==> config.mk <==
export PLATFORM = sky130hd
export DESIGN_NAME = ifetch_queue_flat
export DESIGN_NICKNAME = d
export VERILOG_FILES = /design/src/rtl/ifetch_queue_if.sv /design/src/rtl/ifetch_queue.sv /design/src/flat_wrapper.sv
export SDC_FILE = /design/constraint.sdc
export NUM_CORES = 1
export LEC_CHECK = 0
export ABC_AREA = 1
export CAP_MARGIN = 0
export CORE_MARGIN = 3
export CORE_UTILIZATION = 55
export DETAILED_ROUTE_END_ITERATION = 7
export PLACE_DENSITY_LB_ADDON = 0.15
export SLEW_MARGIN = 25
export SYNTH_ARGS = -nofsm -noshare
export SYNTH_HDL_FRONTEND = slang
export SYNTH_SLANG_ARGS = --single-unit
export TNS_END_PERCENT = 5
==> constraint.sdc <==
create_clock -name clk -period 9.21 [get_ports clk]
set_input_delay 1.842 -clock clk [delete_from_list [all_inputs] [get_ports clk]]
set_output_delay 1.842 -clock clk [all_outputs]
set_load 0.03 [all_outputs]
==> src/rtl/ifetch_queue_if.sv <==
// ifetch_queue_if: fetch front-end bus bundle.
// Ports (slave = ifetch_queue side):
//   imem_addr   out  64  instruction memory address
//   imem_instr  in   32  instruction at imem_addr, same cycle
//   redirect    in   1   branch taken, flush and restart fetch
//   redirect_pc in   64  branch target (bits [1:0] ignored)
//   deq_ready   in   1   consumer takes the head entry
//   out_valid   out  1   head entry present
//   out_pc      out  64  head PC, 0 when empty
//   out_instr   out  32  head instruction, 0 when empty
//   count       out  $clog2(DEPTH)+1  occupied entries
interface ifetch_queue_if #(parameter int DEPTH = 4);
   logic [63:0]             imem_addr;
   logic [31:0]             imem_instr;
   logic                    redirect;
   logic [63:0]             redirect_pc;
   logic                    deq_ready;
   logic                    out_valid;
   logic [63:0]             out_pc;
   logic [31:0]             out_instr;
   logic [$clog2(DEPTH):0]  count;
   modport slave (
      output imem_addr, out_valid, out_pc, out_instr, count,
      input  imem_instr, redirect, redirect_pc, deq_ready
   );
   modport master (
      input  imem_addr, out_valid, out_pc, out_instr, count,
      output imem_instr, redirect, redirect_pc, deq_ready
   );
endinterface

==> src/rtl/ifetch_queue.sv <==
// ifetch_queue: fetch PC owner plus {PC, instr} FIFO feeding IF/ID.
// Ports: clk, reset (sync, active-high), bus (ifetch_queue_if.slave).
// Optional IFQ_BRANCH_HINT_EN: follow unconditional B at fetch time.
module ifetch_queue #(
   parameter int          DEPTH    = 4,
   parameter logic [63:0] RESET_PC = 64'h0
) (
   input logic          clk,
   input logic          reset,
   ifetch_queue_if.slave bus
);
   localparam int AW = $clog2(DEPTH);
   localparam int CW = AW + 1;
   logic [63:0]   fetch_pc_q, fetch_pc_d, pc_inc;
   logic [AW-1:0] head_q, head_d, tail_q, tail_d;
   logic [CW-1:0] count_q, count_d;
   logic [63:0]   pc_mem_q    [DEPTH];
   logic [31:0]   instr_mem_q [DEPTH];
   logic          empty, full, deq, enq;
   assign empty = count_q == '0;
   assign full  = count_q == CW'(DEPTH);
   assign deq   = ~empty & bus.deq_ready & ~bus.redirect;
   // a full queue still accepts a new entry when the head leaves this cycle
   assign enq   = ~bus.redirect & (~full | deq);
`ifdef IFQ_BRANCH_HINT_EN
   assign pc_inc = (bus.imem_instr[31:26] == 6'b000101) ?
                   {{36{bus.imem_instr[25]}}, bus.imem_instr[25:0], 2'b00} : 64'd4;
`else
   assign pc_inc = 64'd4;
`endif
   always_comb begin
      fetch_pc_d = bus.redirect ? (bus.redirect_pc & ~64'h3) : enq ? fetch_pc_q + pc_inc : fetch_pc_q;
      head_d     = bus.redirect ? '0 : deq ? head_q + AW'(1) : head_q;
      tail_d     = bus.redirect ? '0 : enq ? tail_q + AW'(1) : tail_q;
      count_d    = bus.redirect ? '0 : count_q + CW'(enq) - CW'(deq);
   end
   always_ff @(posedge clk) begin
      if (reset) begin
         fetch_pc_q <= RESET_PC;
         head_q     <= '0;
         tail_q     <= '0;
         count_q    <= '0;
      end else begin
         fetch_pc_q <= fetch_pc_d;
         head_q     <= head_d;
         tail_q     <= tail_d;
         count_q    <= count_d;
      end
   end
   // storage needs no reset: entries are only read while count is nonzero
   always_ff @(posedge clk) begin
      if (!reset && enq) begin
         pc_mem_q[tail_q]    <= fetch_pc_q;
         instr_mem_q[tail_q] <= bus.imem_instr;
      end
   end
   assign bus.imem_addr = fetch_pc_q;
   assign bus.out_valid = ~empty;
   assign bus.out_pc    = empty ? '0 : pc_mem_q[head_q];
   assign bus.out_instr = empty ? '0 : instr_mem_q[head_q];
   assign bus.count     = count_q;
endmodule
==> src/flat_wrapper.sv <==
// flat-port wrapper written by rule: the top's interface ports become plain ports
module ifetch_queue_flat 
#(
   parameter int          DEPTH    = 4,
   parameter logic [63:0] RESET_PC = 64'h0
)
  (clk, reset, bus_imem_addr, bus_out_valid, bus_out_pc, bus_out_instr, bus_count, bus_imem_instr, bus_redirect, bus_redirect_pc, bus_deq_ready);
  ifetch_queue_if #(.DEPTH(DEPTH)) bus_i ();
  input logic clk;
  input logic reset;
  output wire logic [$bits(bus_i.imem_addr)-1:0] bus_imem_addr;
  output wire logic [$bits(bus_i.out_valid)-1:0] bus_out_valid;
  output wire logic [$bits(bus_i.out_pc)-1:0] bus_out_pc;
  output wire logic [$bits(bus_i.out_instr)-1:0] bus_out_instr;
  output wire logic [$bits(bus_i.count)-1:0] bus_count;
  input wire logic [$bits(bus_i.imem_instr)-1:0] bus_imem_instr;
  input wire logic [$bits(bus_i.redirect)-1:0] bus_redirect;
  input wire logic [$bits(bus_i.redirect_pc)-1:0] bus_redirect_pc;
  input wire logic [$bits(bus_i.deq_ready)-1:0] bus_deq_ready;
  assign bus_imem_addr = bus_i.imem_addr;
  assign bus_out_valid = bus_i.out_valid;
  assign bus_out_pc = bus_i.out_pc;
  assign bus_out_instr = bus_i.out_instr;
  assign bus_count = bus_i.count;
  assign bus_i.imem_instr = bus_imem_instr;
  assign bus_i.redirect = bus_redirect;
  assign bus_i.redirect_pc = bus_redirect_pc;
  assign bus_i.deq_ready = bus_deq_ready;
  ifetch_queue #(.DEPTH(DEPTH), .RESET_PC(RESET_PC)) u_core (.clk(clk), .reset(reset), .bus(bus_i));
endmodule
==> impl_metrics.yaml <==
sta:
  finClkSkew_ns: 0.01572
  finalCritPeriodShare: 0.6198
  rsz0062_at_grt: "no"
  max_slew_margin: 0.3522
  fmaxAchievable_ghz: 0.1752
  finalSetupViolCount: 0
  max_slew.worst_pin.slew_ns: 0.9717
  finalSetupTns_ns: 0
  hold_viol: 0
  drv_slew: 0
  fin_crit_ns: 5.709
grt:
  grt_max_degree: 115
  gr-total-overflow: 0
  grt_pass1_wl_microns: 80880
  antenna_found_initial: 0
  first_global_vias: 14410
  track_usage: 0.2722
min_path:
  hp-start: "u_core.head_q[1]"
  worstHoldPathType: "flop to flop"
  hold_depth: 2
yosys:
  ys_warn_count: 0
  ys_types: 40
  syn_inst: 1924
  synthArstFlopShare: 0
  synth_edf_count: 376
  synthFlopType: "edfxtp_1"
  synth_seq_cells: 447
  netlist_top_cells_area: "edfxtp_1 (58%), nor2_1 (9.2%), dfxtp_1 (7.3%)"
  synth.avg_cell_area_sq_um: 10.09
  yosysTopAreaCell: "edfxtp_1"
  synth_top_area_frac: 0.5816
  synth.cell_area_sq_mm: 0.01941
  yosysSeqAreaShare: 0.6549
route:
  drt_iter0_drc: 1369
  drc: 0
  dr.pass1.iters: 5
  final_antenna_net_count: 0
  wire_per_inst_microns: 20.06
  routed_wl_microns: 52910
  routed_via_density: 5.677
  vias: 14980
placement:
  io_buffers: 257
  gp_congestion: 0.9478
  dp_hpwl_microns: 31620
  placed_cell_area_sq_mm: 0.02235
floorplanning:
  dieWidth_microns: 193.9
  fp.coreArea_sq_mm: 0.03463
  rows: 68
  start_util: 0.5606
  die_height_microns: 193.9
  die_area_sq_mm: 0.03759
  io_pins: 264
setup_path:
  cp.required_ns: 7.37
  cp.arrival_ns: 3.87
  crit_path_max_fanout: 60
  crit_path_start_kind: "flop"
  crit_family: "buffers and inverters"
  crit_buf_inv: 3
  cp_slowest_cell: "clkdlybuf4s50_1"
  reg2reg_depth: 5
  cp-end-kind: "output port"
  worstSetupPathDepth: 6
  crit_chain: "clkinv_2, buf_4, nor2_1, o21ai_0, a21oi_1, clkdlybuf4s50_1"
  cpPeakStageDelay_ns: 0.73
  critPathKind: "flop to output port"
  r2r_start: "u_core.bus.count[1]"
finish:
  num-nets-final: 2255
  drive_gt1_frac: 0.06413
  design_area_sq_mm: 0.02380
  syn_to_final_growth_pct: 22.62
  num_antenna_cells: 0
  fillCellCount: 2594
clock_tree:
  clk_path_buf_depth: 3
  cts_hold_buf: 0
  cts-buffers-inserted: 45
  clock-sinks: 447
  cts_max_level: 2
  cts_root_buf: "clkbuf_16"
  cts_tree: "yes"
  cts_setup_buffers: 0
  clkTransAtPathRegs_ns: 0.06
  cts_resized: 0
  insertion_delay_ns: 0.55
pwr:
  vdd_drop_max_v: 0.0001791
  p_leak_nw: 8.324
  p_per_area_mw_per_mm2: 192.8
status:
  status: "finished clean"
flow_run:
  cap_violations: 0
## routing by layer
layer / vias up / global-route usage / wire length (microns)
met1: 7193 / 0.3770 / 22190
met5: - / 0 / 0
met4: 0 / 0.09441 / 1632
met3: 103 / 0.03944 / 3895
met2: 634 / 0.4467 / 25200
li1: 7046 / - / -
## cell type report
class                   count  area, sq um  area share
flip-flops and latches    447        12720      0.5344
clock inverters            29        276.5     0.01162
clock buffers              54         1170     0.04915
inverters                 110        416.7     0.01750
well taps                 455        569.3     0.02392
multi-input cells        1271         5912      0.2484
repair buffers            272         2739      0.1151
## cells in the mapped netlist, types with 2 or more instances
| master | n |
|---|---|
| nor2_1 | 477 |
| edfxtp_1 | 376 |
| nand2_1 | 230 |
| o21ai_0 | 208 |
| a21oi_1 | 124 |
| inv_1 | 95 |
| dfxtp_1 | 71 |
| clkbuf_1 | 60 |
| nand3_1 | 57 |
| o21ai_1 | 30 |
| buf_2 | 20 |
| a22oi_1 | 19 |
| nand4_1 | 19 |
| inv_2 | 14 |
| buf_1 | 13 |
| xor2_1 | 11 |
| nor2_2 | 10 |
| nor3_1 | 10 |
| a31oi_1 | 9 |
| nand2_2 | 9 |
| o22ai_1 | 9 |
| nor2_4 | 8 |
| ha_1 | 7 |
| buf_4 | 5 |
| xnor2_1 | 5 |
| nand3_2 | 4 |
| o21bai_1 | 4 |
| o211ai_1 | 3 |
| o221ai_1 | 3 |
| and2_1 | 2 |
| nand3_4 | 2 |
| or2_2 | 2 |
## cell usage in the layout, fill, tap and decap left out, types with 3 or more instances in the layout
cell type and count:
nor2_1 473, nand2_2 9, clkdlybuf4s50_1 257, clkbuf_1 8, inv_2 14, a31oi_1 9
o21ai_0 208, o22ai_1 9, a21oi_1 124, ha_1 7, nand4_1 19, o211ai_1 3
o221ai_1 3, clkbuf_16 45, nor2_4 12, clkinvlp_4 3, conb_1 4, nor3_1 10
edfxtp_1 376, xnor2_1 5, inv_1 93, o21ai_1 30, clkinv_1 11, clkinv_2 9
a22oi_1 19, nand3_1 57, dfxtp_1 69, buf_4 10, xor2_1 11, nand3_2 4
buf_12 4, o21bai_1 4, nand2_1 230, nor2_2 10, bufinv_16 5
## worst min-delay path: cells and delay by family, from the launching register on
| kind | cells | cell delay (ns) |
|---|---|---|
| buf+inv | 1 | 0.06 |
| compound gates | 1 | 0.07 |
| flops | 1 | 0.30 |
## stage by stage
stage          setup slack [ns]  power (mW)  std cells  utilization  hold slack [ns]
4_1_cts                   3.469       4.606       2638       0.6873           0.4644
3_5_place_dp              3.464       2.836       2555       0.6455           0.4524
3_3_place_gp              3.510       2.828       2555       0.6455           0.4370
2_1_floorplan             2.170       2.598       1927            -           0.4358
5_1_grt                   3.293       4.727       2638       0.6874           0.4950
6_report                  3.501       4.589       2638       0.6874           0.4647
## flip-flops by register name, summed over array words and instances (netlist names), named ones only
| register | count |
|---|---|
| u_core.bus.count | 3 |
| u_core.pc_mem_q | 248 |
| u_core.instr_mem_q | 128 |
| u_core.bus.imem_addr | 62 |
| u_core.head_q | 2 |
| u_core.tail_q | 2 |
## power by group
| part | internal [mW] | total, mW | switching [mW] |
|---|---|---|---|
| clock network | 1.05 | 1.79 | 0.746 |
| logic | 0.179 | 0.473 | 0.294 |
| registers | 2.25 | 2.32 | 0.0693 |
## kinds of logic after synthesis
group,count (synthesis),synth area share
compound gates,410,0.1110
xor+xnor,16,0.007219
fa+ha+maj,8,0.005543
buf+inv,209,0.04306
flops,447,0.6549
other cells,1,0.0001932
simple gates,833,0.1781
## final timing paths
| kind | to | slack (ns) |
|---|---|---|
| max | bus_out_pc[42] | 3.50 |
| min | flop | 0.46 |
| max reg2reg | u_core.instr_mem_q[0][6] | 6.00 |
| min reg2reg | flop | 0.46 |
No activity file was read; power rests on OpenSTA's default activity.
